File: src/rtl/quad_step_decoder_if.sv
// Bundle of the encoder-side signals of quad_step_decoder.
// Latency: none (wires only).
// Backpressure: none; the encoder lines are free-running.
// master: drives enc_a/enc_b (raw, async) and err_clr; observes step/ud/err/busy.
// slave : the decoder; samples the inputs and drives step/ud/err/busy.
interface quad_step_decoder_if;
    logic enc_a;
    logic enc_b;
    logic err_clr;
    logic step;
    logic ud;
    logic err;
    logic busy;

    modport master (output enc_a, enc_b, err_clr, input step, ud, err, busy);
    modport slave  (input enc_a, enc_b, err_clr, output step, ud, err, busy);
endinterface

File: src/rtl/quad_step_decoder.sv
// Quadrature (x4) decoder: sync + glitch filter on A/B, one step pulse per STEP_DIV quarter-counts.
// Latency: pin edge to step = 2 (sync) + FILT_CYCLES (filter) + 1 (decode) cycles.
// Backpressure: none; step is a 1-cycle pulse, inputs faster than the filter allows are dropped or flagged.
// Ports: clk, reset (sync, active-low), enc (slave modport): enc_a/enc_b raw lines, err_clr level clear,
//        step pulse, ud direction of last step (1=up), err sticky illegal-move flag, busy while in INIT.
module quad_step_decoder #(
    parameter int FILT_CYCLES = 4,
    parameter int STEP_DIV    = 4
) (
    input  logic               clk,
    input  logic               reset,
    quad_step_decoder_if.slave enc
);
    localparam int CW = $clog2(FILT_CYCLES + 1);
    localparam int AW = $clog2(STEP_DIV) + 2;
    localparam logic [CW-1:0]        FILT_LAST = CW'(FILT_CYCLES - 1);
    localparam logic signed [AW-1:0] ACC_ONE   = AW'(1);
    localparam logic signed [AW-1:0] ACC_POS   = AW'(STEP_DIV);
    localparam logic signed [AW-1:0] ACC_NEG   = AW'(-STEP_DIV);

    typedef enum logic {ST_INIT, ST_TRACK} state_t;

    state_t                 state_q, state_d;
    logic                   a_m_q, a_m_d, a_s_q, a_s_d;
    logic                   b_m_q, b_m_d, b_s_q, b_s_d;
    logic                   a_f_q, a_f_d, b_f_q, b_f_d;
    logic [CW-1:0]          a_cnt_q, a_cnt_d, b_cnt_q, b_cnt_d;
    logic [CW-1:0]          timer_q, timer_d;
    logic [1:0]             prev_q, prev_d;
    logic signed [AW-1:0]   acc_q, acc_d, acc_nxt;
    logic                   step_q, step_d;
    logic                   ud_q, ud_d;
    logic                   err_q, err_d;

    always_comb begin
        a_m_d   = enc.enc_a;
        b_m_d   = enc.enc_b;
        a_s_d   = a_m_q;
        b_s_d   = b_m_q;
        state_d = state_q;
        a_f_d   = a_f_q;
        b_f_d   = b_f_q;
        a_cnt_d = a_cnt_q;
        b_cnt_d = b_cnt_q;
        timer_d = timer_q;
        prev_d  = prev_q;
        acc_d   = acc_q;
        acc_nxt = acc_q;
        step_d  = 1'b0;
        ud_d    = ud_q;
        err_d   = err_q;

        // Clear first so that an illegal move in the same cycle overrides it.
        if (enc.err_clr) begin
            err_d = 1'b0;
        end

        case (state_q)
            ST_INIT: begin
                // Filtered values track the synced lines directly, so a_f/b_f hold
                // last cycle's synced value and double as the change detector.
                a_f_d   = a_s_q;
                b_f_d   = b_s_q;
                a_cnt_d = '0;
                b_cnt_d = '0;
                if ({a_s_q, b_s_q} != {a_f_q, b_f_q}) begin
                    timer_d = '0;
                end else if (timer_q == FILT_LAST) begin
                    timer_d = '0;
                    prev_d  = {a_f_q, b_f_q};
                    acc_d   = '0;
                    state_d = ST_TRACK;
                end else begin
                    timer_d = timer_q + 1'b1;
                end
            end

            ST_TRACK: begin
                if (a_s_q == a_f_q) begin
                    a_cnt_d = '0;
                end else if (a_cnt_q == FILT_LAST) begin
                    a_f_d   = a_s_q;
                    a_cnt_d = '0;
                end else begin
                    a_cnt_d = a_cnt_q + 1'b1;
                end

                if (b_s_q == b_f_q) begin
                    b_cnt_d = '0;
                end else if (b_cnt_q == FILT_LAST) begin
                    b_f_d   = b_s_q;
                    b_cnt_d = '0;
                end else begin
                    b_cnt_d = b_cnt_q + 1'b1;
                end

                // {prev, cur} with cur = {a_f, b_f}; A leads on an up move.
                prev_d = {a_f_q, b_f_q};
                case ({prev_q, a_f_q, b_f_q})
                    4'b00_10, 4'b10_11, 4'b11_01, 4'b01_00: acc_nxt = acc_q + ACC_ONE;
                    4'b10_00, 4'b11_10, 4'b01_11, 4'b00_01: acc_nxt = acc_q - ACC_ONE;
                    4'b00_11, 4'b11_00, 4'b10_01, 4'b01_10: begin
                        acc_nxt = '0;
                        err_d   = 1'b1;
                    end
                    default: acc_nxt = acc_q;
                endcase

                if (acc_nxt == ACC_POS) begin
                    step_d = 1'b1;
                    ud_d   = 1'b1;
                    acc_d  = '0;
                end else if (acc_nxt == ACC_NEG) begin
                    step_d = 1'b1;
                    ud_d   = 1'b0;
                    acc_d  = '0;
                end else begin
                    acc_d  = acc_nxt;
                end
            end

            default: state_d = ST_INIT;
        endcase
    end

    always_ff @(posedge clk) begin
        if (!reset) begin
            state_q <= ST_INIT;
            a_m_q   <= 1'b0;
            a_s_q   <= 1'b0;
            b_m_q   <= 1'b0;
            b_s_q   <= 1'b0;
            a_f_q   <= 1'b0;
            b_f_q   <= 1'b0;
            a_cnt_q <= '0;
            b_cnt_q <= '0;
            timer_q <= '0;
            prev_q  <= '0;
            acc_q   <= '0;
            step_q  <= 1'b0;
            ud_q    <= 1'b0;
            err_q   <= 1'b0;
        end else begin
            state_q <= state_d;
            a_m_q   <= a_m_d;
            a_s_q   <= a_s_d;
            b_m_q   <= b_m_d;
            b_s_q   <= b_s_d;
            a_f_q   <= a_f_d;
            b_f_q   <= b_f_d;
            a_cnt_q <= a_cnt_d;
            b_cnt_q <= b_cnt_d;
            timer_q <= timer_d;
            prev_q  <= prev_d;
            acc_q   <= acc_d;
            step_q  <= step_d;
            ud_q    <= ud_d;
            err_q   <= err_d;
        end
    end

    assign enc.step = step_q;
    assign enc.ud   = ud_q;
    assign enc.err  = err_q;
    assign enc.busy = (state_q == ST_INIT);
endmodule

File: src/flat_wrapper.sv
// flat-port wrapper written by rule: the top's interface ports become plain ports
module quad_step_decoder_flat 
#(
    parameter int FILT_CYCLES = 4,
    parameter int STEP_DIV    = 4
)
  (clk, reset, enc_enc_a, enc_enc_b, enc_err_clr, enc_step, enc_ud, enc_err, enc_busy);
  quad_step_decoder_if enc_i ();
  input  logic clk;
  input  logic reset;
  input wire logic [$bits(enc_i.enc_a)-1:0] enc_enc_a;
  input wire logic [$bits(enc_i.enc_b)-1:0] enc_enc_b;
  input wire logic [$bits(enc_i.err_clr)-1:0] enc_err_clr;
  output wire logic [$bits(enc_i.step)-1:0] enc_step;
  output wire logic [$bits(enc_i.ud)-1:0] enc_ud;
  output wire logic [$bits(enc_i.err)-1:0] enc_err;
  output wire logic [$bits(enc_i.busy)-1:0] enc_busy;
  assign enc_i.enc_a = enc_enc_a;
  assign enc_i.enc_b = enc_enc_b;
  assign enc_i.err_clr = enc_err_clr;
  assign enc_step = enc_i.step;
  assign enc_ud = enc_i.ud;
  assign enc_err = enc_i.err;
  assign enc_busy = enc_i.busy;
  quad_step_decoder #(.FILT_CYCLES(FILT_CYCLES), .STEP_DIV(STEP_DIV)) u_core (.clk(clk), .reset(reset), .enc(enc_i));
endmodule
File: config.mk
export PLATFORM = sky130hd
export DESIGN_NAME = quad_step_decoder_flat
export DESIGN_NICKNAME = d
export VERILOG_FILES = /design/src/rtl/quad_step_decoder_if.sv /design/src/rtl/quad_step_decoder.sv /design/src/flat_wrapper.sv
export SDC_FILE = /design/constraint.sdc
export NUM_CORES = 1
export LEC_CHECK = 0
export ABC_AREA = 1
export CELL_PAD_IN_SITES_DETAIL_PLACEMENT = 1
export CELL_PAD_IN_SITES_GLOBAL_PLACEMENT = 1
export CORE_ASPECT_RATIO = 2
export CORE_MARGIN = 2
export CORE_UTILIZATION = 44
export CTS_BUF_LIST = sky130_fd_sc_hd__clkbuf_8
export DETAILED_ROUTE_END_ITERATION = 8
export HOLD_SLACK_MARGIN = 0.03
export PLACE_DENSITY = 0.87
export SETUP_SLACK_MARGIN = 0.05
export SYNTH_ARGS = -nofsm -noshare
export SYNTH_HDL_FRONTEND = slang
export SYNTH_SLANG_ARGS = --single-unit
File: constraint.sdc
create_clock -name clk -period 2.16 [get_ports clk]
set_input_delay 0.324 -clock clk [delete_from_list [all_inputs] [get_ports clk]]
set_output_delay 0.324 -clock clk [all_outputs]
set_load 0.05 [all_outputs]
== After elaboration in Yosys (flattened, before gate mapping) ==
Index checks and enable logic that the tools add are counted.

* Equal/unequal tests: 26
* Add/sub/neg operators: 5
* Reductions and logical operators: 9
* Bitwise operators: 1
* Multiplexer cells: 34

{| class="wikitable"
|+ Operators with widths
! cell !! number
|-
| == test 4 bit, second input constant || 7
|-
| two-way mux 4 bit || 5
|-
| two-way mux 3 bit || 6
|-
| == test 4 x 3 -> 1 bit, second input constant || 4
|-
| two-way mux 1 bit || 14
|-
| case mux 3 bit (2 select lines) || 2
|-
| case mux 4 bit (3 select lines) || 1
|-
| OR reduction 4 bit || 3
|-
| != test 2 bit, second input constant || 5
|-
| AND reduction 2 bit || 5
|-
| adder 3 x 1 -> 3 bit, second input constant || 3
|-
| == test 3 x 2 -> 1 bit, second input constant || 3
|-
| == test 4 x 2 -> 1 bit, second input constant || 2
|-
| case mux 4 bit (2 select lines) || 1
|-
| adder 4 x 2 -> 4 bit, second input constant || 1
|-
| == test 4 x 1 -> 1 bit, second input constant || 1
|-
| two-way mux 2 bit || 2
|-
| case mux 1 bit (2 select lines) || 2
|-
| case mux 2 bit (2 select lines) || 1
|-
| subtractor 4 x 2 -> 4 bit, second input constant || 1
|-
| == test 1 bit || 2
|-
| != test 2 x 1 -> 1 bit, second input constant || 1
|-
| != test 2 bit || 1
|-
| nonzero test 2 bit || 1
|-
| inverter 1 bit || 1
|}

* Output and inout port bits: 4
* Word-level logic and storage cells: 90
* Register bits after elaboration: 25
* Input port bits: 5

== Longest topological paths before layout ==
Gate-level depths: netlist of the first run.

* Word-level depth: 8
* Gate-level depth with buffers: 15

== Least setup slack after synthesis of the first run ==
OpenSTA, ideal clock, no wires.

* Path kind: reg-to-reg
* From: register u_core.a_f_q
* To: register u_core.ud_q (netlist: u_core.enc.ud)
* Data required time: 2,046 ps
* Stages on the path, launching flop included: 11
* Library setup time: 114 ps
* Buffers on the path: 1
* Setup slack: 285 ps
* Arrival: 1,761 ps
* Cell sequence: dfxtp_1 buf_6 xnor2_1 nand2_1 fa_1 xnor2_1 nand2_1 a21oi_2 nand3_2 a21oi_1 nor2_1

* Word-level cells in the longest chain between the ends: 7

{| class="wikitable"
|+ RTL lines
! item !! line !! RTL
|-
| start, declared || quad_step_decoder.sv:26 || <nowiki>logic a_f_q, a_f_d, b_f_q, b_f_d;</nowiki>
|-
| start signal, assigned || quad_step_decoder.sv:133 || <nowiki>a_f_q <= 1'b0;</nowiki>
|-
| start signal, assigned || quad_step_decoder.sv:149 || <nowiki>a_f_q <= a_f_d;</nowiki>
|-
| == test 4 x 2 -> 1 bit, or another cell as far along || quad_step_decoder.sv:99 || <nowiki>case ({prev_q, a_f_q, b_f_q})</nowiki>
|-
| OR reduction 4 bit || quad_step_decoder.sv:99 ||
|-
| case mux 4 bit (3 select lines) (*) || quad_step_decoder.sv:99 ||
|-
| two-way mux 4 bit (*) || quad_step_decoder.sv:58 || <nowiki>case (state_q)</nowiki>
|-
| == test 4 x 3 -> 1 bit or == test 4 bit (tied branches) || quad_step_decoder.sv:113, quad_step_decoder.sv:109 ||
|-
| nonzero test 2 bit (no source line) || n/a ||
|-
| AND reduction 2 bit (no source line) || n/a ||
|-
| end signal, assigned || quad_step_decoder.sv:157 || <nowiki>ud_q <= ud_d;</nowiki>
|-
| end, declared || quad_step_decoder.sv:32 || <nowiki>logic ud_q, ud_d;</nowiki>
|}

Mark *: on every way between the ends. The rest lies on a longest branch, timed or not. The select of a mux whose other input is x is not followed.
A chain may end at the register's enable or synchronous reset.

== Final worst setup path of the first run ==
* From: register u_core.prev_q[1]
* To: register u_core.ud_q (netlist: u_core.enc.ud)

* Word-level cells in the longest chain between the ends: 7

{| class="wikitable"
|+ RTL lines
! item !! line !! RTL
|-
| start, declared || quad_step_decoder.sv:29 || <nowiki>logic [1:0] prev_q, prev_d;</nowiki>
|-
| start signal, assigned || quad_step_decoder.sv:154 || <nowiki>prev_q <= prev_d;</nowiki>
|-
| == test 4 x 2 -> 1 bit, or another cell as far along || quad_step_decoder.sv:99 ||
|-
| OR reduction 4 bit || quad_step_decoder.sv:99 ||
|-
| case mux 4 bit (3 select lines) (*) || quad_step_decoder.sv:99 ||
|-
| two-way mux 4 bit (*) || quad_step_decoder.sv:58 ||
|-
| == test 4 x 3 -> 1 bit or == test 4 bit (tied branches) || quad_step_decoder.sv:113, quad_step_decoder.sv:109 ||
|-
| nonzero test 2 bit (no source line) || n/a ||
|-
| AND reduction 2 bit (no source line) || n/a ||
|}

Marks and branches as above.

==> flow_summary.ini, run 1 <==
[synthesis]
yosysWarnings = 0
synth_xor_area_frac = 0.0422
synth_edf_count = 0
synth_area_leaders = dfxtp_1 40%, nand2_1 11%, ha_1 7.0%, inv_1 6.6%, nor2_1 4.8%
synth_top_family_by_area = simple AND/OR/NAND/NOR gates
synth_cell_types = 27
yosysSeqAreaShare = 0.402
yosysTopAreaCell = dfxtp_1
mappedNetlistNets = 178
synthAdderAreaFrac = 0.0864
synthSimpleGateAreaFrac = 0.256
synthArstFlopShare = 0
synth.avg_cell_area_um2 = 7.55
syn_inst = 165
synthesis.area_um2 = 1240
ys_seq_elements = 25
synth_compound_area_frac = 0.107
synth_top_cell_area_share = 0.402
synthFlopType = dfxtp_1
synth.mux.area_fraction = 0

[clock_network]
clkTransAtPathRegs_ns = 0.08
cts_sinks = 25
worst_skew_pair.late_latency_ns = 0.28
postCtsHoldBufs = 0
cts_root_buf = clkbuf_8
cts_max_level = 1
clockBufferDepth = 2
numCtsBuffers = 3
cts_tree = built

[setup_path]
cp.required_ns = 2.37
path_class = register to register
max_stage_delay_ns = 0.50
startpoint_type = register
worstSetupEndpointType = register
cp_max_fo = 5
critPathArrivalTime_ns = 2.17
path_cells = inv_2 > nand2_1 > nand2_1 > nand2_2 > fa_1 > nand3b_1 > nand2_1 > inv_2 > nand3_2 > nand2_1 > nand2_1 > nor2_1
cp_common_cell = nand2_1
slowest_stage = fa_1

[min_path]
hold_path_class = register to register

[sta]
worst_pin_slew_ns = 0.497
period_minus_slack_ns = 1.96
relSlewSlack = 0.668
fin_skew_ns = 0.00712
setup_viol = 0
period_share = 0.907
max_freq_mhz = 511
rsz0062_at_grt = no
hold_viol_final = 0
fin_setup_tns_ns = 0
slew_viol_final = 0

[route]
drt_pass1_iterations = 4
via_per_inst = 5.39
ant_nets = 0
vias = 1111
initialDrtViolationCount = 29
drt-total-wl_um = 3170
drc = 0
routedWlPerCell_um = 15.4

[place]
dp_hpwl_um = 2520
portBuffers = 8
gp_congestion = 0.841

[run_status]
status = finished clean

[grt]
first_global_vias = 1285
grt_remaining_overflow = 0
grtUsageTotal = 0.213
antenna_found_initial = 0
grt_max_degree = 15
grt_first_pass_wirelength_um = 5240

[die]
io_pins = 9
die_width_um = 41.6
die_area_um2 = 3300
core_area_um2 = 2740
rows = 27
die_y_um = 79.2
initial_utilization = 0.455

[layout]
n_fill_cell = 349
nNetsFinal = 191
drive_gt1_frac = 0.169
fin_util = 0.526
synthToLayoutAreaGrowth_pct = 15.6
antenna_cells = 0

[run]
drv_cap = 0

[power]
p_per_area_nw_per_um2 = 628
p_leak_uw = 0.000648
ir_drop_mv = 0.557
## logic make-up (layout without fill, tap and decap cells)
| family | Yosys count | in the layout |
|---|---|---|
| DFF | 25 | 25 |
| xor gates and xnor gates | 6 | 6 |
| buffers and inverters | 31 | 43 |
| AOI/OAI and AO/OA | 23 | 23 |
| adders and majority gates | 8 | 8 |
| and+or+nand+nor | 72 | 72 |
## final cells by class
class                           instances  area, um2  area share
Timing Repair Buffer                   12        108      0.0748
Clock buffer                            3       41.3      0.0287
Tap cell                               29       36.3      0.0252
Inverter                               27        101      0.0704
Multi-Input combinational cell        109        642       0.446
Sequential cell                        25        505       0.351
Clock inverter                          1       5.00     0.00348
## state kept, by name, summed over array words and instances (netlist names)
register and count:
u_core.enc.ud 1, u_core.a_m_q 1, u_core.prev_q 2, u_core.state_q 1
u_core.b_cnt_q 3, u_core.timer_q 3, u_core.enc.step 1, u_core.enc.err 1
u_core.a_s_q 1, u_core.a_f_q 1, u_core.acc_q 4, u_core.b_m_q 1
u_core.b_f_q 1, u_core.a_cnt_q 3, u_core.b_s_q 1
## cell usage after synthesis, types with 4 or more instances
cell type  instances
dfxtp_1           25
nand3_1           11
a21oi_1           11
inv_2              4
nand2_1           35
nor2_1            16
o21ai_0            7
nand2_2            4
ha_1               7
inv_1             22
xor2_1             4
## layout by cell type, fill, tap and decap left out, types with 5 or more instances in the layout
cell,Yosys,routed
dfxtp_1,25,23
o21ai_0,7,6
nand3_1,11,11
nor2_1,16,16
clkdlybuf4s50_1,0,7
inv_1,22,22
nand2_1,35,34
buf_4,2,5
ha_1,7,6
a21oi_1,11,10
nand2_2,4,5
## per-layer routing
metal	wire length, um	GRT usage	vias up
li1	-	-	539
met1	1030	0.173	535
met2	1900	0.409	24
met3	69	0.0364	13
met4	164	0.187	0
met5	0	0	-
## worst max-delay path: cells and delay by family (launching register included)
family,cells,cell delay [ns]
buffers and inverters,2,0.15
and+or+nand+nor,9,0.87
adders and majority gates,1,0.50
DFF,1,0.37
## power breakdown
group	leakage, uW	switching, uW	internal, uW
clock network	0.0000255	152	130
registers	0.000204	10.9	473
logic	0.000419	86.0	51.1
## worst paths after layout
kind / from / to / slack [ns] / cells after the start
setup / recovery: u_core.prev_q[1]$_SDFFE_PN0P_ / u_core.enc.ud$_SDFFE_PN0P_ / 0.20 / 12
hold / removal: u_core.b_m_q$_SDFF_PN0_ / u_core.b_s_q$_SDFF_PN0_ / 0.42 / 2
setup reg to reg: u_core.prev_q[1]$_SDFFE_PN0P_ / u_core.enc.ud$_SDFFE_PN0P_ / 0.20 / 12
hold reg to reg: u_core.b_m_q$_SDFF_PN0_ / u_core.b_s_q$_SDFF_PN0_ / 0.42 / 2
## stage by stage
stage | cells | power (uW) | setup WS (ns) | cell area, um2 | hold WS, ns
after floorplan | 165 | 585 | 0.285 | 1240 | 0.390
after global placement | 202 | 614 | 0.255 | 1360 | 0.395
after detailed placement | 202 | 626 | 0.0107 | 1360 | 0.411
after CTS | 206 | 906 | 0.0566 | 1400 | 0.429
after global routing | 206 | 945 | 0.00267 | 1440 | 0.452
final | 206 | 903 | 0.201 | 1440 | 0.425
## timing repair
item                                    4_1_cts  5_1_grt
hold endpoints to repair                      0        0
endpoints found under the setup margin        2        3
pin swaps                                     0        0
resized for setup                             1        8
setup buffers                                 0        0
Power figures use the tool's default switching activity.
==> run 2, diff against run 1 <==
--- a/config.mk
+++ b/config.mk
@@ -10,11 +10,11 @@
 export CELL_PAD_IN_SITES_GLOBAL_PLACEMENT = 1
 export CORE_ASPECT_RATIO = 2
 export CORE_MARGIN = 2
-export CORE_UTILIZATION = 44
+export CORE_UTILIZATION = 47
 export CTS_BUF_LIST = sky130_fd_sc_hd__clkbuf_8
 export DETAILED_ROUTE_END_ITERATION = 8
 export HOLD_SLACK_MARGIN = 0.03
-export PLACE_DENSITY = 0.87
+export PLACE_DENSITY = 0.91
 export SETUP_SLACK_MARGIN = 0.05
 export SYNTH_ARGS = -nofsm -noshare
 export SYNTH_HDL_FRONTEND = slang
==> constraint.sdc (replaced) <==
create_clock -name clk -period 2.3 [get_ports clk]
set_input_delay 0.345 -clock clk [delete_from_list [all_inputs] [get_ports clk]]
set_output_delay 0.345 -clock clk [all_outputs]
set_load 0.05 [all_outputs]
==> flow_summary.ini, run 2 (synthesis results as in run 1) <==
[grt]
antenna_found_initial = 0
grt_use_met2 = 0.440
grt_remaining_overflow = 0
grt_use_met3 = 0.0462
grt.busiest_layer = met2
first_global_vias = 1202
grtUsageMet1 = 0.237
grtUsageTotal = 0.247
grt_first_pass_wirelength_um = 5310
grt_max_degree = 15

[sta]
relSlewSlack = 0.671
period_share = 0.923
setup_viol = 0
hold_viol_final = 0
slew_viol_final = 0
fin_setup_tns_ns = 0
fin_skew_ns = 0.0123
period_minus_slack_ns = 2.12
max_freq_mhz = 471
whs_ns = 0.431
rsz0062_at_grt = yes
worst_pin_slew_ns = 0.492

[setup_path]
cp_common_cell = nand2_1
max_stage_delay_ns = 0.44
cp_max_fo = 5
path_cells = xnor2_1 > nand2_1 > fa_1 > xnor2_2 > nand2_1 > a21oi_2 > nand3_2 > a21oi_1 > nor2_1
worstSetupEndpointType = register
cp.required_ns = 2.47
critPathArrivalTime_ns = 2.30
startpoint_type = register
path_class = register to register
slowest_stage = dfxtp_1

[clock_network]
postCtsHoldBufs = 0
cts_tree = built
cts_sinks = 25
cts_root_buf = clkbuf_8
cts_setup_buffers = 0
numCtsBuffers = 3
clkTransAtPathRegs_ns = 0.09
worst_skew_pair.late_latency_ns = 0.27
clockBufferDepth = 2
ctsResizeCount = 0
cts_max_level = 1

[power]
p_per_area_nw_per_um2 = 592
ir_drop_mv = 0.515
p_total_uw = 834
p_leak_uw = 0.000649

[layout]
max_flop_register = u_core.acc_q
nNetsFinal = 190
ff_latch_area_um2 = 504
final_common_cell = nand2_1
drive_gt1_frac = 0.142
synthToLayoutAreaGrowth_pct = 13.2
antenna_cells = 0
multi_input_area_um2 = 619
largest_reg_flops = 4
layout_common_cells = 35 x nand2_1, 22 x inv_1, 22 x dfxtp_1
n_fill_cell = 333

[route]
routedWlPerCell_um = 15.3
drt-total-wl_um = 3130
vias = 1097
via_per_inst = 5.38
drc = 0
drt_pass1_iterations = 4
ant_nets = 0
initialDrtViolationCount = 15

[place]
portBuffers = 8
gp_congestion = 0.799
dp_hpwl_um = 2460

[run]
drv_cap = 0

[die]
io_pins = 9
initial_utilization = 0.491
die_width_um = 40.4
die_area_um2 = 3100
core_area_um2 = 2540
rows = 26
die_y_um = 76.8

[min_path]
hold_path_class = register to register

[run_status]
status = finished clean
==> run 2: cell count changes in the layout (fill, tap and decap cells not counted) <==
| cell | previous run | this run |
|---|---|---|
| dfxtp_1 | 23 | 22 |
| ha_1 | 6 | 7 |
| dfxtp_2 | 1 | 3 |
| o21ai_1 | 0 | 1 |
| a21oi_1 | 10 | 11 |
| nand2_2 | 5 | 4 |
| nand2_1 | 34 | 35 |
| clkdlybuf4s50_1 | 7 | 8 |
| a21oi_2 | 3 | 2 |
| ha_4 | 1 | 0 |
| buf_4 | 5 | 3 |
| o21ai_2 | 2 | 1 |
| dfxtp_4 | 1 | 0 |
==> run 2: routing by layer <==
metal / share of wire / wire [um]
met1: 0.34 / 1050
met2: 0.59 / 1850
met3: 0.029 / 90
met4: 0.044 / 138
met5: 0 / 0
==> run 2: cell type report <==
type                       count  share of cell area
clock inverter                 1             0.00355
inverter                      27              0.0719
timing repair buffer          11              0.0728
clock buffer                   3              0.0293
tap                           28              0.0249
sequential                    25               0.358
multi-input combinational    109               0.440
==> run 2: worst max-delay path, delay by kind of cell (launching register included) <==
family / cells / cell delay, ns
AO/OA/AOI/OAI: 2 / 0.30
XOR/XNOR: 2 / 0.39
adder cells (fa/ha/maj): 1 / 0.44
flip-flops: 1 / 0.44
AND/OR/NAND/NOR: 4 / 0.47
==> run 2: where the power goes <==
| part | switching, uW | leakage, uW | internal (uW) |
|---|---|---|---|
| registers | 11.9 | 0.000204 | 445 |
| clock network | 135 | 0.0000255 | 121 |
| logic | 75.9 | 0.000419 | 44.7 |
| total | 223 | 0.000649 | 611 |
==> run 2: final timing paths <==
kind / start / end / slack, ns / depth (start not counted)
max reg2reg: u_core.prev_q[0]$_SDFFE_PN0P_ / u_core.enc.ud$_SDFFE_PN0P_ / 0.18 / 9
max: u_core.prev_q[0]$_SDFFE_PN0P_ / u_core.enc.ud$_SDFFE_PN0P_ / 0.18 / 9
min: u_core.b_cnt_q[0]$_SDFF_PP0_ / u_core.b_cnt_q[0]$_SDFF_PP0_ / 0.43 / 1
min reg2reg: u_core.b_cnt_q[0]$_SDFF_PP0_ / u_core.b_cnt_q[0]$_SDFF_PP0_ / 0.43 / 1
==> run 2: per-stage QoR <==
stage	instance area, um2	setup slack (ns)	instances	util
finish	1410	0.177	204	0.555
global route	1410	0.00906	204	0.555
CTS	1400	0.105	204	0.551
detailed placement	1350	0.146	200	0.533
global placement	1350	0.275	200	0.533
floorplan	1240	0.425	165	-
==> run 3, diff against run 2 <==
--- a/config.mk
+++ b/config.mk
@@ -16,6 +16,7 @@
 export HOLD_SLACK_MARGIN = 0.03
 export PLACE_DENSITY = 0.91
 export SETUP_SLACK_MARGIN = 0.05
+export SKIP_CTS_REPAIR_TIMING = 1
 export SYNTH_ARGS = -nofsm -noshare
 export SYNTH_HDL_FRONTEND = slang
 export SYNTH_SLANG_ARGS = --single-unit
==> results of run 3 <==
Same layout as run 2: the final DEF is identical, and so are final timing and power.
